## config.mk

```make
export PLATFORM = sky130hd
export DESIGN_NAME = lsu_byte_master_flat
export DESIGN_NICKNAME = d
export VERILOG_FILES = /design/src/rtl/lsu_byte_master_if.sv /design/src/rtl/lsu_byte_master.sv /design/src/flat_wrapper.sv
export SDC_FILE = /design/constraint.sdc
export NUM_CORES = 1
export LEC_CHECK = 0
export CELL_PAD_IN_SITES_DETAIL_PLACEMENT = 1
export CELL_PAD_IN_SITES_GLOBAL_PLACEMENT = 2
export CORE_ASPECT_RATIO = 0.9
export CORE_UTILIZATION = 25
export CTS_CLUSTER_DIAMETER = 40
export DETAILED_ROUTE_END_ITERATION = 10
export GPL_ROUTABILITY_DRIVEN = 0
export PLACE_DENSITY_LB_ADDON = 0.12
export SLEW_MARGIN = 20
export SYNTH_ARGS = -nofsm -noshare
export SYNTH_HDL_FRONTEND = slang
export SYNTH_SLANG_ARGS = --single-unit
```

## constraint.sdc

```tcl
create_clock -name clk -period 7.5 [get_ports clk]
set_input_delay 2.25 -clock clk [delete_from_list [all_inputs] [get_ports clk]]
set_output_delay 2.25 -clock clk [all_outputs]
set_load 0.1 [all_outputs]
```

## src/rtl/lsu_byte_master_if.sv

```systemverilog
// lsu_byte_master_if: core request/response and byte-wide memory bus bundle for the LSU byte master
interface lsu_byte_master_if;
   logic        core_valid;
   logic        core_ready;
   logic        core_we;
   logic [2:0]  core_func3;
   logic [31:0] core_addr;
   logic [31:0] core_wdata;
   logic        core_done;
   logic        core_err;
   logic [31:0] core_rdata;
   logic        mem_req;
   logic        mem_we;
   logic [31:0] mem_addr;
   logic [7:0]  mem_wdata;
   logic [7:0]  mem_rdata;
   logic        mem_ack;
   modport master (
      input  core_valid, core_we, core_func3, core_addr, core_wdata, mem_rdata, mem_ack,
      output core_ready, core_done, core_err, core_rdata, mem_req, mem_we, mem_addr, mem_wdata
   );
   modport slave (
      output core_valid, core_we, core_func3, core_addr, core_wdata, mem_rdata, mem_ack,
      input  core_ready, core_done, core_err, core_rdata, mem_req, mem_we, mem_addr, mem_wdata
   );
endinterface

```

## src/rtl/lsu_byte_master.sv

```systemverilog
// lsu_byte_master: serialises RISC-V loads/stores into little-endian byte transfers; LSU_MISALIGN_TRAP_EN traps misaligned H/W accesses
module lsu_byte_master #(
   parameter int ACK_TIMEOUT = 255
) (
   input logic               clk,
   input logic               rst_n,
   lsu_byte_master_if.master bus
);
   typedef enum logic [1:0] {IDLE, XFER, DONE} state_t;
   state_t      state_q, state_d;
   logic        we_q, we_d;
   logic [2:0]  f3_q, f3_d;
   logic [31:0] addr_q, addr_d;
   logic [31:0] wdata_q, wdata_d;
   logic [31:0] buf_q, buf_d;
   logic [31:0] rdata_q, rdata_d;
   logic [31:0] to_q, to_d;
   logic [1:0]  k_q, k_d;
   logic        ready_q, ready_d;
   logic        done_q, done_d;
   logic        err_q, err_d;
   logic        req_q, req_d;
   logic        mwe_q, mwe_d;
   logic [31:0] maddr_q, maddr_d;
   logic [7:0]  mwdata_q, mwdata_d;
   logic        accept, legal, misalign, last, tmo;
   logic [1:0]  last_k, k_nx;
   logic [31:0] buf_n, ext;
   // decode of the incoming request and of the byte currently on the bus
   always_comb begin
      accept = (state_q == IDLE) && ready_q && bus.core_valid;
      legal  = bus.core_we ? (bus.core_func3 inside {3'b000, 3'b001, 3'b010})
                           : (bus.core_func3 inside {3'b000, 3'b001, 3'b010, 3'b100, 3'b101});
`ifdef LSU_MISALIGN_TRAP_EN
      misalign = ((bus.core_func3[1:0] == 2'b01) && bus.core_addr[0]) ||
                 ((bus.core_func3[1:0] == 2'b10) && (bus.core_addr[1:0] != 2'b00));
`else
      misalign = 1'b0;
`endif
      last_k = f3_q[1] ? 2'd3 : {1'b0, f3_q[0]};
      last   = (k_q == last_k);
      k_nx   = k_q + 2'd1;
      tmo    = (ACK_TIMEOUT != 0) && ((to_q + 32'd1) >= 32'(ACK_TIMEOUT));
      buf_n  = buf_q;
      if (!we_q) buf_n[{k_q, 3'b000} +: 8] = bus.mem_rdata;
      ext = (f3_q == 3'b000) ? {{24{buf_n[7]}}, buf_n[7:0]} :
            (f3_q == 3'b100) ? {24'h0, buf_n[7:0]} :
            (f3_q == 3'b001) ? {{16{buf_n[15]}}, buf_n[15:0]} :
            (f3_q == 3'b101) ? {16'h0, buf_n[15:0]} : buf_n;
   end
   // next-state and next-output computation for the IDLE/XFER/DONE sequencer
   always_comb begin
      state_d  = state_q;
      we_d     = we_q;
      f3_d     = f3_q;
      addr_d   = addr_q;
      wdata_d  = wdata_q;
      buf_d    = buf_q;
      rdata_d  = rdata_q;
      to_d     = to_q;
      k_d      = k_q;
      ready_d  = ready_q;
      done_d   = done_q;
      err_d    = err_q;
      req_d    = req_q;
      mwe_d    = mwe_q;
      maddr_d  = maddr_q;
      mwdata_d = mwdata_q;
      if (state_q == IDLE) begin
         if (accept) begin
            we_d    = bus.core_we;
            f3_d    = bus.core_func3;
            addr_d  = bus.core_addr;
            wdata_d = bus.core_wdata;
            k_d     = 2'd0;
            to_d    = 32'd0;
            buf_d   = 32'd0;
            ready_d = 1'b0;
            if (!legal || misalign) begin
               state_d = DONE;
               done_d  = 1'b1;
               err_d   = 1'b1;
               rdata_d = 32'd0;
            end else begin
               state_d  = XFER;
               req_d    = 1'b1;
               mwe_d    = bus.core_we;
               maddr_d  = bus.core_addr;
               mwdata_d = bus.core_wdata[7:0];
            end
         end
      end else if (state_q == XFER) begin
         if (bus.mem_ack) begin
            buf_d = buf_n;
            to_d  = 32'd0;
            k_d   = k_nx;
            if (last) begin
               state_d = DONE;
               req_d   = 1'b0;
               mwe_d   = 1'b0;
               done_d  = 1'b1;
               err_d   = 1'b0;
               rdata_d = we_q ? 32'd0 : ext;
            end else begin
               maddr_d  = addr_q + {30'd0, k_nx};
               mwdata_d = wdata_q[{k_nx, 3'b000} +: 8];
            end
         end else begin
            to_d = to_q + 32'd1;
            if (tmo) begin
               state_d = DONE;
               req_d   = 1'b0;
               mwe_d   = 1'b0;
               done_d  = 1'b1;
               err_d   = 1'b1;
               rdata_d = 32'd0;
            end
         end
      end else begin
         state_d = IDLE;
         done_d  = 1'b0;
         err_d   = 1'b0;
         ready_d = 1'b1;
      end
   end
   // state and registered outputs; reset aborts any transaction immediately
   always_ff @(posedge clk or negedge rst_n) begin
      if (!rst_n) begin
         state_q  <= IDLE;
         we_q     <= 1'b0;
         f3_q     <= 3'd0;
         addr_q   <= 32'd0;
         wdata_q  <= 32'd0;
         buf_q    <= 32'd0;
         rdata_q  <= 32'd0;
         to_q     <= 32'd0;
         k_q      <= 2'd0;
         ready_q  <= 1'b1;
         done_q   <= 1'b0;
         err_q    <= 1'b0;
         req_q    <= 1'b0;
         mwe_q    <= 1'b0;
         maddr_q  <= 32'd0;
         mwdata_q <= 8'd0;
      end else begin
         state_q  <= state_d;
         we_q     <= we_d;
         f3_q     <= f3_d;
         addr_q   <= addr_d;
         wdata_q  <= wdata_d;
         buf_q    <= buf_d;
         rdata_q  <= rdata_d;
         to_q     <= to_d;
         k_q      <= k_d;
         ready_q  <= ready_d;
         done_q   <= done_d;
         err_q    <= err_d;
         req_q    <= req_d;
         mwe_q    <= mwe_d;
         maddr_q  <= maddr_d;
         mwdata_q <= mwdata_d;
      end
   end
   assign bus.core_ready = ready_q;
   assign bus.core_done  = done_q;
   assign bus.core_err   = err_q;
   assign bus.core_rdata = rdata_q;
   assign bus.mem_req    = req_q;
   assign bus.mem_we     = mwe_q;
   assign bus.mem_addr   = maddr_q;
   assign bus.mem_wdata  = mwdata_q;
endmodule

```

## src/flat_wrapper.sv

```systemverilog
// flat-port wrapper written by rule: the top's interface ports become plain ports
module lsu_byte_master_flat 
#(
   parameter int ACK_TIMEOUT = 255
)
  (clk, rst_n, bus_core_valid, bus_core_we, bus_core_func3, bus_core_addr, bus_core_wdata, bus_mem_rdata, bus_mem_ack, bus_core_ready, bus_core_done, bus_core_err, bus_core_rdata, bus_mem_req, bus_mem_we, bus_mem_addr, bus_mem_wdata);
  lsu_byte_master_if bus_i ();
  input logic clk;
  input logic rst_n;
  input wire logic [$bits(bus_i.core_valid)-1:0] bus_core_valid;
  input wire logic [$bits(bus_i.core_we)-1:0] bus_core_we;
  input wire logic [$bits(bus_i.core_func3)-1:0] bus_core_func3;
  input wire logic [$bits(bus_i.core_addr)-1:0] bus_core_addr;
  input wire logic [$bits(bus_i.core_wdata)-1:0] bus_core_wdata;
  input wire logic [$bits(bus_i.mem_rdata)-1:0] bus_mem_rdata;
  input wire logic [$bits(bus_i.mem_ack)-1:0] bus_mem_ack;
  output wire logic [$bits(bus_i.core_ready)-1:0] bus_core_ready;
  output wire logic [$bits(bus_i.core_done)-1:0] bus_core_done;
  output wire logic [$bits(bus_i.core_err)-1:0] bus_core_err;
  output wire logic [$bits(bus_i.core_rdata)-1:0] bus_core_rdata;
  output wire logic [$bits(bus_i.mem_req)-1:0] bus_mem_req;
  output wire logic [$bits(bus_i.mem_we)-1:0] bus_mem_we;
  output wire logic [$bits(bus_i.mem_addr)-1:0] bus_mem_addr;
  output wire logic [$bits(bus_i.mem_wdata)-1:0] bus_mem_wdata;
  assign bus_i.core_valid = bus_core_valid;
  assign bus_i.core_we = bus_core_we;
  assign bus_i.core_func3 = bus_core_func3;
  assign bus_i.core_addr = bus_core_addr;
  assign bus_i.core_wdata = bus_core_wdata;
  assign bus_i.mem_rdata = bus_mem_rdata;
  assign bus_i.mem_ack = bus_mem_ack;
  assign bus_core_ready = bus_i.core_ready;
  assign bus_core_done = bus_i.core_done;
  assign bus_core_err = bus_i.core_err;
  assign bus_core_rdata = bus_i.core_rdata;
  assign bus_mem_req = bus_i.mem_req;
  assign bus_mem_we = bus_i.mem_we;
  assign bus_mem_addr = bus_i.mem_addr;
  assign bus_mem_wdata = bus_i.mem_wdata;
  lsu_byte_master #(.ACK_TIMEOUT(ACK_TIMEOUT)) u_core (.clk(clk), .rst_n(rst_n), .bus(bus_i));
endmodule
```

==> impl_metrics.py <==
metrics = {
    "outcome": {
        "outcome": "completed",
    },
    "worst_setup_path": {
        "critPathBufInv": 1,
        "required_ps": 5250,
        "worstPathCellList": "clkdlybuf4s50_1",
        "ff2ff_path_depth": 12,
        "start_kind": "flop",
        "path_max_fanout": 5,
        "crit_type": "flop to output port",
        "arrival_ps": 2300,
        "critPathMaxStageDelay_ps": 1150,
        "slowest_stage": "clkdlybuf4s50_1",
        "cp_num_cells": 1,
        "end_kind": "output port",
        "cp_top_family": "buffers and inverters",
    },
    "clocking": {
        "clk_pin_slew_ps": 40,
        "cts_buffers": 43,
        "cts_resized": 0,
        "cts_buffer_depth": 3,
        "cts_tree": "done",
        "root_buffer": "clkbuf_16",
        "htree_levels": 2,
        "hold_buffers": 0,
        "insertion_delay_ps": 560,
        "cts.sink_count": 213,
        "cts_setup_buffers": 0,
    },
    "synthesis": {
        "synth_area_per_cell_um2": 9.16,
        "synth-main-ff-cell": "dfrtp_1",
        "synth_seq_cells": 213,
        "yosysTopAreaCell": "dfrtp_1",
        "ys_seq_area_share_pct": 49.4,
        "yosysWarnings": 0,
        "synthArstFlopShare_pct": 100,
        "netlist_top_cells_count": "nand2_1, dfrtp_1, o21ai_0, clkbuf_1, a21oi_1",
        "synth_area_mm2": 0.0108,
        "synth_cell_types": 62,
        "syn-num-nets": 1268,
        "synth.area.top_cells": "dfrtp_1, nand2_1, o21ai_0",
        "yosysMostFrequentCell": "nand2_1",
        "synth_top_area_share_pct": 49.2,
        "netlist_instances": 1178,
        "synth_edf_count": 0,
    },
    "routing": {
        "vias": 9239,
        "wl_per_cell_um": 18.8,
        "via_per_inst": 4.86,
        "drt_iter0_drc": 625,
        "m1WireLength_um": 17900,
        "routed_wl_um": 35700,
        "drc": 0,
        "wl_met2_um": 15500,
        "dr_wl_met3_um": 1400,
        "ant_nets": 0,
        "dr.max_layer_used": "met4",
        "first_pass_iters": 4,
    },
    "final_layout": {
        "diodes": 0,
        "area_growth_pct": 33.4,
        "drive_gt1_share_pct": 9.83,
        "post-route-util_pct": 34.1,
        "nNetsFinal": 1411,
    },
    "job": {
        "cap_violations": 0,
    },
    "hold_path": {
        "hold_depth": 2,
        "min_path_type": "flop to flop",
    },
    "placed_design": {
        "port_buffers": 156,
        "place_ws_ps": 2690,
        "dp_hpwl_um": 23700,
    },
    "timing": {
        "setup_tns_ps": 0,
        "fin_hold_ws_ps": 469,
        "hold_viol": 0,
        "tightest_slew_ps": 1100,
        "drv_slew": 0,
        "slew_headroom_pct": 26.0,
        "max_freq_mhz": 220,
        "rsz0062_at_grt": "no",
        "min_period_ps": 4550,
        "skew_ps": 24.6,
        "period_share_pct": 60.6,
        "finalSetupViolCount": 0,
        "fin_ws_ps": 2950,
    },
    "floorplanning": {
        "core-area_mm2": 0.0422,
        "num_rows": 71,
        "die_area_mm2": 0.0440,
        "num_io_pins": 157,
        "die_y_um": 199,
        "start_util_pct": 25.6,
        "die_w_um": 221,
    },
    "global_routing": {
        "gr-total-overflow": 0,
        "grt_max_degree": 81,
        "grt_usage_pct": 16.6,
        "grt_pass1_vias": 9651,
        "antenna_found_initial": 0,
        "grt_pass1_wl_um": 57100,
    },
    "power_and_ir_drop": {
        "leakagePower_nw": 6.28,
        "peakVddDrop_mv": 0.311,
        "powerDensity_mw_per_mm2": 493,
    },
}
[cell families after synthesis]
logic type | share of synthesized area [%]
adder cells (fa/ha/maj) | 1.23
AO/OA/AOI/OAI | 16.6
XOR/XNOR | 2.68
AND/OR/NAND/NOR | 20.4
buffers and inverters | 3.47
multiplexers | 6.18
flip-flops | 49.4
[power breakdown]
| group | switching [mW] | internal (mW) |
|---|---|---|
| clock | 0.657 | 1.36 |
| sequential | 0.312 | 1.54 |
| combinational | 2.33 | 0.888 |
| total | 3.30 | 3.79 |
[path summary, 6_finish.rpt]
path,start,endpoint,slack (ps)
worst min register to register,u_core.wdata_q[17],u_core.wdata_q[17],470
worst max register to register,u_core.k_q[1],u_core.bus.mem_addr[28],3410
min in group asynchronous,rst_n,u_core.bus.mem_addr[17],1650
worst min-delay path,u_core.wdata_q[17],u_core.wdata_q[17],470
worst max-delay path,u_core.bus.core_ready,bus_core_ready,2950
max in group asynchronous,rst_n,u_core.bus.core_rdata[3],4610
[registers in the layout, summed over array words and instances (netlist names)]
signal	flops
u_core.k_q	2
u_core.bus.mem_wdata	8
u_core.bus.core_err	1
u_core.addr_q	32
u_core.bus.mem_req	1
u_core.bus.core_rdata	32
u_core.bus.core_ready	1
u_core.bus.mem_we	1
u_core.bus.mem_addr	32
u_core.f3_q	3
u_core.we_q	1
u_core.buf_q	32
u_core.to_q	32
u_core.bus.core_done	1
u_core.state_q	2
u_core.wdata_q	32
[through the flow]
step           instances  power, mW  instance area (µm²)
2_1_floorplan       1178       4.22                10800
3_3_place_gp        1823       5.10                12900
3_5_place_dp        1823       5.14                12900
4_1_cts             1900       7.22                14400
5_1_grt             1900       7.51                14400
6_report            1900       7.09                14400
[cell usage in the layout, fill, tap and decap left out, drive strengths merged, types with 20 or more instances in the layout]
| master | count |
|---|---|
| o21ai | 130 |
| clkbuf | 56 |
| nor2 | 51 |
| mux2 | 23 |
| nand2 | 305 |
| nand3 | 27 |
| nand4 | 20 |
| clkdlybuf4s50 | 155 |
| dfrtp | 212 |
| a21oi | 54 |
[per-layer routing]
metal | vias up | track usage (%)
met2 | 164 | 25.2
li1 | 4455 | -
met5 | - | 0
met3 | 50 | 3.23
met4 | 0 | 5.70
met1 | 4570 | 23.4
[cell type report]
cell class	count	area, µm²
fillers	4813	27800
clock buffers	56	1200
inverters	14	52.6
clock inverters	21	310
well taps	547	684
repair buffers	174	1700
flip-flops and latches	213	5330
multi-input cells	875	5110
(Power assumes the default switching activity.)
